==> src/rtl/alu_writeback_pkg.sv <==
// Shared types and constants for the ALU writeback stage.
//   WB_WIDTH / WB_NREGS : default result width and register count
//   WB_DEPTH            : depth of the writeback buffer (fixed at 2)
//   WB_CNT_W            : width of the occupancy count (holds 0..2)
//   wb_entry_t          : buffered entry {rd, result, div0} at default widths
package alu_writeback_pkg;

  localparam int WB_WIDTH = 8;
  localparam int WB_NREGS = 8;
  localparam int WB_AW    = $clog2(WB_NREGS);
  localparam int WB_DEPTH = 2;
  localparam int WB_CNT_W = 2;

  typedef struct packed {
    logic [WB_AW-1:0]    rd;
    logic [WB_WIDTH-1:0] result;
    logic                div0;
  } wb_entry_t;

endpackage

==> src/rtl/alu_writeback_if.sv <==
// Execute-to-writeback and writeback-to-register-file signal bundle.
//   ex_*   : result handshake from the execute stage (valid/ready)
//   rf_*   : register-file write request and grant
// Modports: master = execute stage / register file side, slave = writeback.
interface alu_writeback_if
  import alu_writeback_pkg::*;
#(
  parameter int WIDTH = WB_WIDTH,
  parameter int NREGS = WB_NREGS
);
  localparam int REG_AW = $clog2(NREGS);

  logic              ex_valid;
  logic              ex_ready;
  logic [REG_AW-1:0] ex_rd;
  logic [WIDTH-1:0]  ex_result;
  logic              ex_div0;
  logic              rf_we;
  logic [REG_AW-1:0] rf_waddr;
  logic [WIDTH-1:0]  rf_wdata;
  logic              rf_wr_ready;

  modport master (
    output ex_valid, ex_rd, ex_result, ex_div0, rf_wr_ready,
    input  ex_ready, rf_we, rf_waddr, rf_wdata
  );

  modport slave (
    input  ex_valid, ex_rd, ex_result, ex_div0, rf_wr_ready,
    output ex_ready, rf_we, rf_waddr, rf_wdata
  );

endinterface

==> src/rtl/alu_writeback_wb_fifo2.sv <==
// Two-entry in-order synchronous FIFO with 1-bit wrapping pointers.
//   clk, rst            : clock, async active-high reset
//   push, push_data     : write (ignored when full)
//   pop                 : read-advance (ignored when empty)
//   slots, slot_valid   : raw storage and per-slot occupancy
//   rd_ptr              : index of the head slot
//   full, empty, count  : occupancy status
module wb_fifo2
  import alu_writeback_pkg::*;
#(
  parameter type entry_t = wb_entry_t
) (
  input  logic                clk,
  input  logic                rst,
  input  logic                push,
  input  entry_t              push_data,
  input  logic                pop,
  output entry_t              slots [WB_DEPTH],
  output logic [WB_DEPTH-1:0] slot_valid,
  output logic                rd_ptr,
  output logic                full,
  output logic                empty,
  output logic [WB_CNT_W-1:0] count
);

  entry_t              mem_q [WB_DEPTH];
  entry_t              mem_d [WB_DEPTH];
  logic                wr_ptr_q, wr_ptr_d;
  logic                rd_ptr_q, rd_ptr_d;
  logic [WB_CNT_W-1:0] count_q, count_d;
  logic                do_push, do_pop;

  assign full    = (count_q == WB_CNT_W'(WB_DEPTH));
  assign empty   = (count_q == '0);
  assign do_push = push && !full;
  assign do_pop  = pop && !empty;

  always_comb begin
    mem_d    = mem_q;
    wr_ptr_d = wr_ptr_q;
    rd_ptr_d = rd_ptr_q;
    count_d  = count_q;
    if (do_push) begin
      mem_d[wr_ptr_q] = push_data;
      wr_ptr_d        = ~wr_ptr_q;
    end
    if (do_pop) rd_ptr_d = ~rd_ptr_q;
    case ({do_push, do_pop})
      2'b10:   count_d = count_q + 1'b1;
      2'b01:   count_d = count_q - 1'b1;
      default: count_d = count_q;
    endcase
  end

  // Head slot is occupied whenever non-empty; the other slot only when full.
  always_comb begin
    slot_valid            = '0;
    slot_valid[rd_ptr_q]  = !empty;
    slot_valid[~rd_ptr_q] = full;
  end

  always_ff @(posedge clk or posedge rst) begin
    if (rst) begin
      for (int i = 0; i < WB_DEPTH; i++) mem_q[i] <= '0;
      wr_ptr_q <= 1'b0;
      rd_ptr_q <= 1'b0;
      count_q  <= '0;
    end else begin
      mem_q    <= mem_d;
      wr_ptr_q <= wr_ptr_d;
      rd_ptr_q <= rd_ptr_d;
      count_q  <= count_d;
    end
  end

  assign slots  = mem_q;
  assign rd_ptr = rd_ptr_q;
  assign count  = count_q;

endmodule

==> src/rtl/alu_writeback.sv <==
// ALU writeback stage: buffers execute results in a 2-entry FIFO and retires
// them in order to the register file. Entries targeting r0 or flagged as a
// divide-by-zero are discarded in a single cycle without writing.
//   clk, rst   : clock, async active-high reset
//   wb_if      : ex_* result handshake and rf_* write port (slave side)
//   pending    : bit i set while a buffered entry targets register i (i != 0)
//   wb_count   : buffered entries (0..2)
//   err_clr    : clears the sticky divide-by-zero error
//   err_div0   : sticky divide-by-zero flag
//   err_rd     : destination of the first dropped div-by-zero since last clear
module alu_writeback
  import alu_writeback_pkg::*;
#(
  parameter  int WIDTH  = WB_WIDTH,
  parameter  int NREGS  = WB_NREGS,
  localparam int REG_AW = $clog2(NREGS)
) (
  input  logic                clk,
  input  logic                rst,
  alu_writeback_if.slave      wb_if,
  output logic [NREGS-1:0]    pending,
  output logic [WB_CNT_W-1:0] wb_count,
  input  logic                err_clr,
  output logic                err_div0,
  output logic [REG_AW-1:0]   err_rd
);

  typedef struct packed {
    logic [REG_AW-1:0] rd;
    logic [WIDTH-1:0]  result;
    logic              div0;
  } entry_t;

  entry_t                slots [WB_DEPTH];
  entry_t                head;
  entry_t                push_entry;
  logic [WB_DEPTH-1:0]   slot_valid;
  logic                  rd_ptr;
  logic                  full, empty;
  logic                  push, pop;
  logic                  droppable;
  logic                  rf_we_w;
  logic                  err_div0_q, err_div0_d;
  logic [REG_AW-1:0]     err_rd_q, err_rd_d;

  assign push_entry = '{rd: wb_if.ex_rd, result: wb_if.ex_result, div0: wb_if.ex_div0};

  wb_fifo2 #(.entry_t(entry_t)) u_fifo (
    .clk        (clk),
    .rst        (rst),
    .push       (push),
    .push_data  (push_entry),
    .pop        (pop),
    .slots      (slots),
    .slot_valid (slot_valid),
    .rd_ptr     (rd_ptr),
    .full       (full),
    .empty      (empty),
    .count      (wb_count)
  );

  assign head = slots[rd_ptr];

  // No bypass when full: a slot must free at an edge before a new push.
  assign wb_if.ex_ready = !full;
  assign push           = wb_if.ex_valid && !full;

  assign droppable = head.div0 || (head.rd == '0);
  assign rf_we_w   = !empty && !droppable;
  assign pop       = (rf_we_w && wb_if.rf_wr_ready) || (!empty && droppable);

  assign wb_if.rf_we    = rf_we_w;
  assign wb_if.rf_waddr = rf_we_w ? head.rd : '0;
  assign wb_if.rf_wdata = rf_we_w ? head.result : '0;

  // r0 is hardwired zero, so it never needs a hazard bit.
  always_comb begin
    pending = '0;
    for (int s = 0; s < WB_DEPTH; s++) begin
      for (int r = 1; r < NREGS; r++) begin
        if (slot_valid[s] && (slots[s].rd == REG_AW'(r))) pending[r] = 1'b1;
      end
    end
  end

  // A div0 retirement in the same cycle as err_clr wins and re-captures rd.
  always_comb begin
    err_div0_d = err_div0_q;
    err_rd_d   = err_rd_q;
    if (err_clr) begin
      err_div0_d = 1'b0;
      err_rd_d   = '0;
    end
    if (pop && head.div0) begin
      err_div0_d = 1'b1;
      if (!err_div0_q || err_clr) err_rd_d = head.rd;
    end
  end

  always_ff @(posedge clk or posedge rst) begin
    if (rst) begin
      err_div0_q <= 1'b0;
      err_rd_q   <= '0;
    end else begin
      err_div0_q <= err_div0_d;
      err_rd_q   <= err_rd_d;
    end
  end

  assign err_div0 = err_div0_q;
  assign err_rd   = err_rd_q;

endmodule

==> src/flat_wrapper.sv <==
// flat-port wrapper written by rule: the top's interface ports become plain ports
module alu_writeback_flat import alu_writeback_pkg::*;
#(
  parameter  int WIDTH  = WB_WIDTH,
  parameter  int NREGS  = WB_NREGS,
  localparam int REG_AW = $clog2(NREGS)
)
  (clk, rst, pending, wb_count, err_clr, err_div0, err_rd, wb_if_ex_valid, wb_if_ex_rd, wb_if_ex_result, wb_if_ex_div0, wb_if_rf_wr_ready, wb_if_ex_ready, wb_if_rf_we, wb_if_rf_waddr, wb_if_rf_wdata);
  alu_writeback_if #(.WIDTH(WIDTH), .NREGS(NREGS)) wb_if_i ();
  input  logic clk;
  input  logic rst;
  output logic [NREGS-1:0] pending;
  output logic [WB_CNT_W-1:0] wb_count;
  input  logic err_clr;
  output logic err_div0;
  output logic [REG_AW-1:0] err_rd;
  input wire logic [$bits(wb_if_i.ex_valid)-1:0] wb_if_ex_valid;
  input wire logic [$bits(wb_if_i.ex_rd)-1:0] wb_if_ex_rd;
  input wire logic [$bits(wb_if_i.ex_result)-1:0] wb_if_ex_result;
  input wire logic [$bits(wb_if_i.ex_div0)-1:0] wb_if_ex_div0;
  input wire logic [$bits(wb_if_i.rf_wr_ready)-1:0] wb_if_rf_wr_ready;
  output wire logic [$bits(wb_if_i.ex_ready)-1:0] wb_if_ex_ready;
  output wire logic [$bits(wb_if_i.rf_we)-1:0] wb_if_rf_we;
  output wire logic [$bits(wb_if_i.rf_waddr)-1:0] wb_if_rf_waddr;
  output wire logic [$bits(wb_if_i.rf_wdata)-1:0] wb_if_rf_wdata;
  assign wb_if_i.ex_valid = wb_if_ex_valid;
  assign wb_if_i.ex_rd = wb_if_ex_rd;
  assign wb_if_i.ex_result = wb_if_ex_result;
  assign wb_if_i.ex_div0 = wb_if_ex_div0;
  assign wb_if_i.rf_wr_ready = wb_if_rf_wr_ready;
  assign wb_if_ex_ready = wb_if_i.ex_ready;
  assign wb_if_rf_we = wb_if_i.rf_we;
  assign wb_if_rf_waddr = wb_if_i.rf_waddr;
  assign wb_if_rf_wdata = wb_if_i.rf_wdata;
  alu_writeback #(.WIDTH(WIDTH), .NREGS(NREGS)) u_core (.clk(clk), .rst(rst), .wb_if(wb_if_i), .pending(pending), .wb_count(wb_count), .err_clr(err_clr), .err_div0(err_div0), .err_rd(err_rd));
endmodule
==> config.mk <==
export PLATFORM = sky130hd
export DESIGN_NAME = alu_writeback_flat
export DESIGN_NICKNAME = d
export VERILOG_FILES = /design/src/rtl/alu_writeback_pkg.sv /design/src/rtl/alu_writeback_if.sv /design/src/rtl/alu_writeback_wb_fifo2.sv /design/src/rtl/alu_writeback.sv /design/src/flat_wrapper.sv
export SDC_FILE = /design/constraint.sdc
export NUM_CORES = 1
export LEC_CHECK = 0
export ABC_AREA = 1
export CORE_MARGIN = 2
export CORE_UTILIZATION = 40
export CTS_CLUSTER_DIAMETER = 200
export DETAILED_ROUTE_END_ITERATION = 6
export GPL_TIMING_DRIVEN = 0
export PLACE_DENSITY_LB_ADDON = 0.2
export SLEW_MARGIN = 20
export SYNTH_ARGS = -nofsm -noshare
export SYNTH_HDL_FRONTEND = slang
export SYNTH_SLANG_ARGS = --single-unit
==> constraint.sdc <==
create_clock -name clk -period 5.7 [get_ports clk]
set_input_delay 0.57 -clock clk [delete_from_list [all_inputs] [get_ports clk]]
set_output_delay 0.57 -clock clk [all_outputs]
set_load 0.02 [all_outputs]
==> results.toml <==
[sta]
hold_viol = 0
post-route-min-period_ps = 2890
drv_slew = 0
setup_ws_ps = 2810
fin_tns_setup_ps = 0
timing.slew.headroom = 0.541
layout_skew_ps = 2.56
fin_worst_hold_slack_ps = 481
final_min_period_over_clock_period = 0.507
achievable-frequency_mhz = 346
report.final.setup_viol = 0
worst-slew-pin-transition_ps = 687
grt_setup_unrepaired = "false"

[setup_path]
reg2reg_depth = 11
crit-reg2reg-launch = "u_core.u_fifo.slots[23]$_DFFE_PP0P_"
cpLargestDelayFamily = "buffers and inverters"
worst-path-stages = 5
ff_to_ff_end = "u_core.u_fifo.count[1]$_DFFE_PP0P_"
timing.critical_path.fanout_max = 10
worstPathArrival_ps = 2320
crit_path_start_kind = "flip-flop"
worst-r2r-setup-slack_ps = 3690
worst_path_largest_cell_delay_ps = 650
critical_path_required_ps = 5130
beginning_of_the_critical_path = "u_core.u_fifo.rd_ptr$_DFFE_PP0P_"
worstSetupEndpointType = "output port"
criticalPathCategory = "flip-flop to output port"
crit_path_end = "pending[3]"
cp_num_buf_inv = 3
crit_path_cell_trace = "buf_2 -> o21ai_0 -> inv_1 -> o32ai_1 -> clkdlybuf4s50_1"
crit_path_top_delay_cell = "clkdlybuf4s50_1"

[clock_network]
cts.root.buffer_cell = "clkbuf_8"
cts_post_setup_buffers_inserted = 0
cts-hold-fix-buffers = 0
clock_sink_count = 32
tritoncts.num_buffers = 5
tritoncts = "done"
cts-resized-gates = 0
ctsHtreeMaxLevel = 2
clk_lat_worst_skew_ps = 280
cts_max_path_buffers = 2
clkTransAtPathRegs_ps = 70

[drt]
detailedRoute.firstPassIterationCount = 4
post_drt_via_cell_ratio = 4.88
wl_per_cell_um = 11.8
vias = 1558
ant_nets = 0
drt_drc_violations_left = 0
drt_wl_total_mm = 3.77
first_iter_violations = 91

[global_route]
grt.total_usage = 0.173
grtUsageMet2 = 0.278
grtUsageMet1 = 0.221
grt_max_degree = 33
grt_pass1_vias = 1511
globalRoute.totalOverflow = 0
global_route_met3_utilization = 0.0505
most_crowded_layer_after_global_routing = "met2"
antenna_found_initial = 0
global_route_wire_length_before_repair_mm = 6.73

[pwr]
peakVddDrop_v = 0.000245
fin_total_pwr_mw = 1.45
leakage_power_summed_over_all_cells_nw = 1.11
power.density_cell_area_mw_per_mm2 = 627

[outcome]
run_status = "finished clean"

[floorplanning]
die-height_um = 69.9
number_of_rows_created_at_floorplan = 23
floorplan.initialDensity = 0.426
die_width_um = 69.9
fp.coreArea_sq_mm = 0.00409
io-pin-count = 44
die_area_sq_mm = 0.00489

[placement]
gpl.final_weighted_congestion = 0.787
dp.final_hpwl_mm = 2.68
placed_cell_area_sq_mm = 0.00222
detailedPlace.worstSlack_ps = 3120
numPlacedInstances = 311
io_buffer_count = 42

[layout]
drive_above_1_share = 0.126
areaGrowthSynthToFinish_pct = 32.9
final_net_count = 286
final_instance_area_sq_mm = 0.00231
postLayoutCoreUtil = 0.566
antenna_cells = 0
filler_cells_inserted = 395
layout_common_cells = "70 x nand2_1, 42 x clkdlybuf4s50_1, 32 x dfrtp_1, 30 x inv_1, 18 x o21ai_0"
finish.cell_count_without_fillers = 319
layout.cells.most_common = "nand2_1"

[run]
max-cap-violations = 0

[yosys]
synth.cell_area_sq_mm = 0.00174
number_of_warnings_reported_in_the_yosys_synthesis_log = 0
synth_async_reset_ratio = 1.00
synthFlopType = "dfrtp_1"
synth_edf_count = 0
synth_seq_cells = 32
synth_cell_type_count = 26
share_of_the_yosys_chip_area_belonging_to_registers = 0.460
netlist_instances = 219
syn_nets = 237
post_synth.cell_area_avg_sq_um = 7.94

[hold_path]
worst_hold_path_type = "flip-flop to flip-flop"
## sequential cells by signal (all words and copies together) (netlist names)
name and count:
u_core.u_fifo.slots 24, u_core.err_rd 3, u_core.u_fifo.count 2, u_core.err_div0 1, u_core.u_fifo.wr_ptr_q 1, u_core.u_fifo.rd_ptr 1
## logic make-up after synthesis
logic type,after synthesis,share of synthesized area
buffers and inverters,42,0.107
other,1,0.00216
xor gates and xnor gates,2,0.0101
and+or+nand+nor,93,0.235
adders and majority gates,1,0.00719
AOI/OAI and AO/OA,48,0.178
DFF,32,0.460
## synth_stat cells (3+ instances only)
master	instances	area, sq um
a21oi_1	9	45.0
buf_6	3	33.8
dfrtp_1	32	801
inv_1	31	116
inv_2	3	11.3
nand2_1	70	263
nand3_1	7	35.0
nand4_1	4	25.0
nor2_1	5	18.8
o21ai_0	18	90.1
o21ai_2	13	114
o32ai_1	4	35.0
## tightest hold or removal path, cell delays in order (launching register included)
cell and delay [ps]:
dfrtp_1 340, nand2_1 60, o21ai_2 50
## final cells by class
class / count / area, sq um / area share
plain buffers: 8 / 58.8 / 0.0254
clock buffers: 8 / 90.1 / 0.0390
inverters: 34 / 128 / 0.0552
multi-input cells: 145 / 752 / 0.325
flip-flops and latches: 32 / 801 / 0.346
well taps: 50 / 62.6 / 0.0271
repair buffers: 42 / 420 / 0.182
## where the power goes
group	switching [mW]	internal [mW]	total (mW)
Combinational	0.499	0.360	0.859
Sequential	0.0797	0.334	0.414
Clock	0.0797	0.0984	0.178
Total	0.658	0.792	1.45
## how the worst min path moves through the flow
stage	start	to	cells after the start
6_report	u_core.u_fifo.slots[15]$_DFFE_PP0P_	u_core.u_fifo.slots[15]$_DFFE_PP0P_	2
5_1_grt	u_core.u_fifo.slots[15]$_DFFE_PP0P_	u_core.u_fifo.slots[15]$_DFFE_PP0P_	2
4_1_cts	u_core.u_fifo.slots[0]$_DFFE_PP0P_	u_core.u_fifo.slots[0]$_DFFE_PP0P_	2
3_5_place_dp	u_core.u_fifo.slots[0]$_DFFE_PP0P_	u_core.u_fifo.slots[0]$_DFFE_PP0P_	2
3_3_place_gp	u_core.u_fifo.slots[0]$_DFFE_PP0P_	u_core.u_fifo.slots[0]$_DFFE_PP0P_	2
2_1_floorplan	u_core.u_fifo.slots[0]$_DFFE_PP0P_	u_core.u_fifo.slots[0]$_DFFE_PP0P_	2
## routing by layer
| layer | vias up | wire length, um |
|---|---|---|
| li1 | 801 | - |
| met1 | 706 | 1750 |
| met2 | 45 | 1730 |
| met3 | 6 | 217 |
| met4 | 0 | 68 |
| met5 | - | 0 |
No activity file was read; power rests on OpenSTA's default activity.
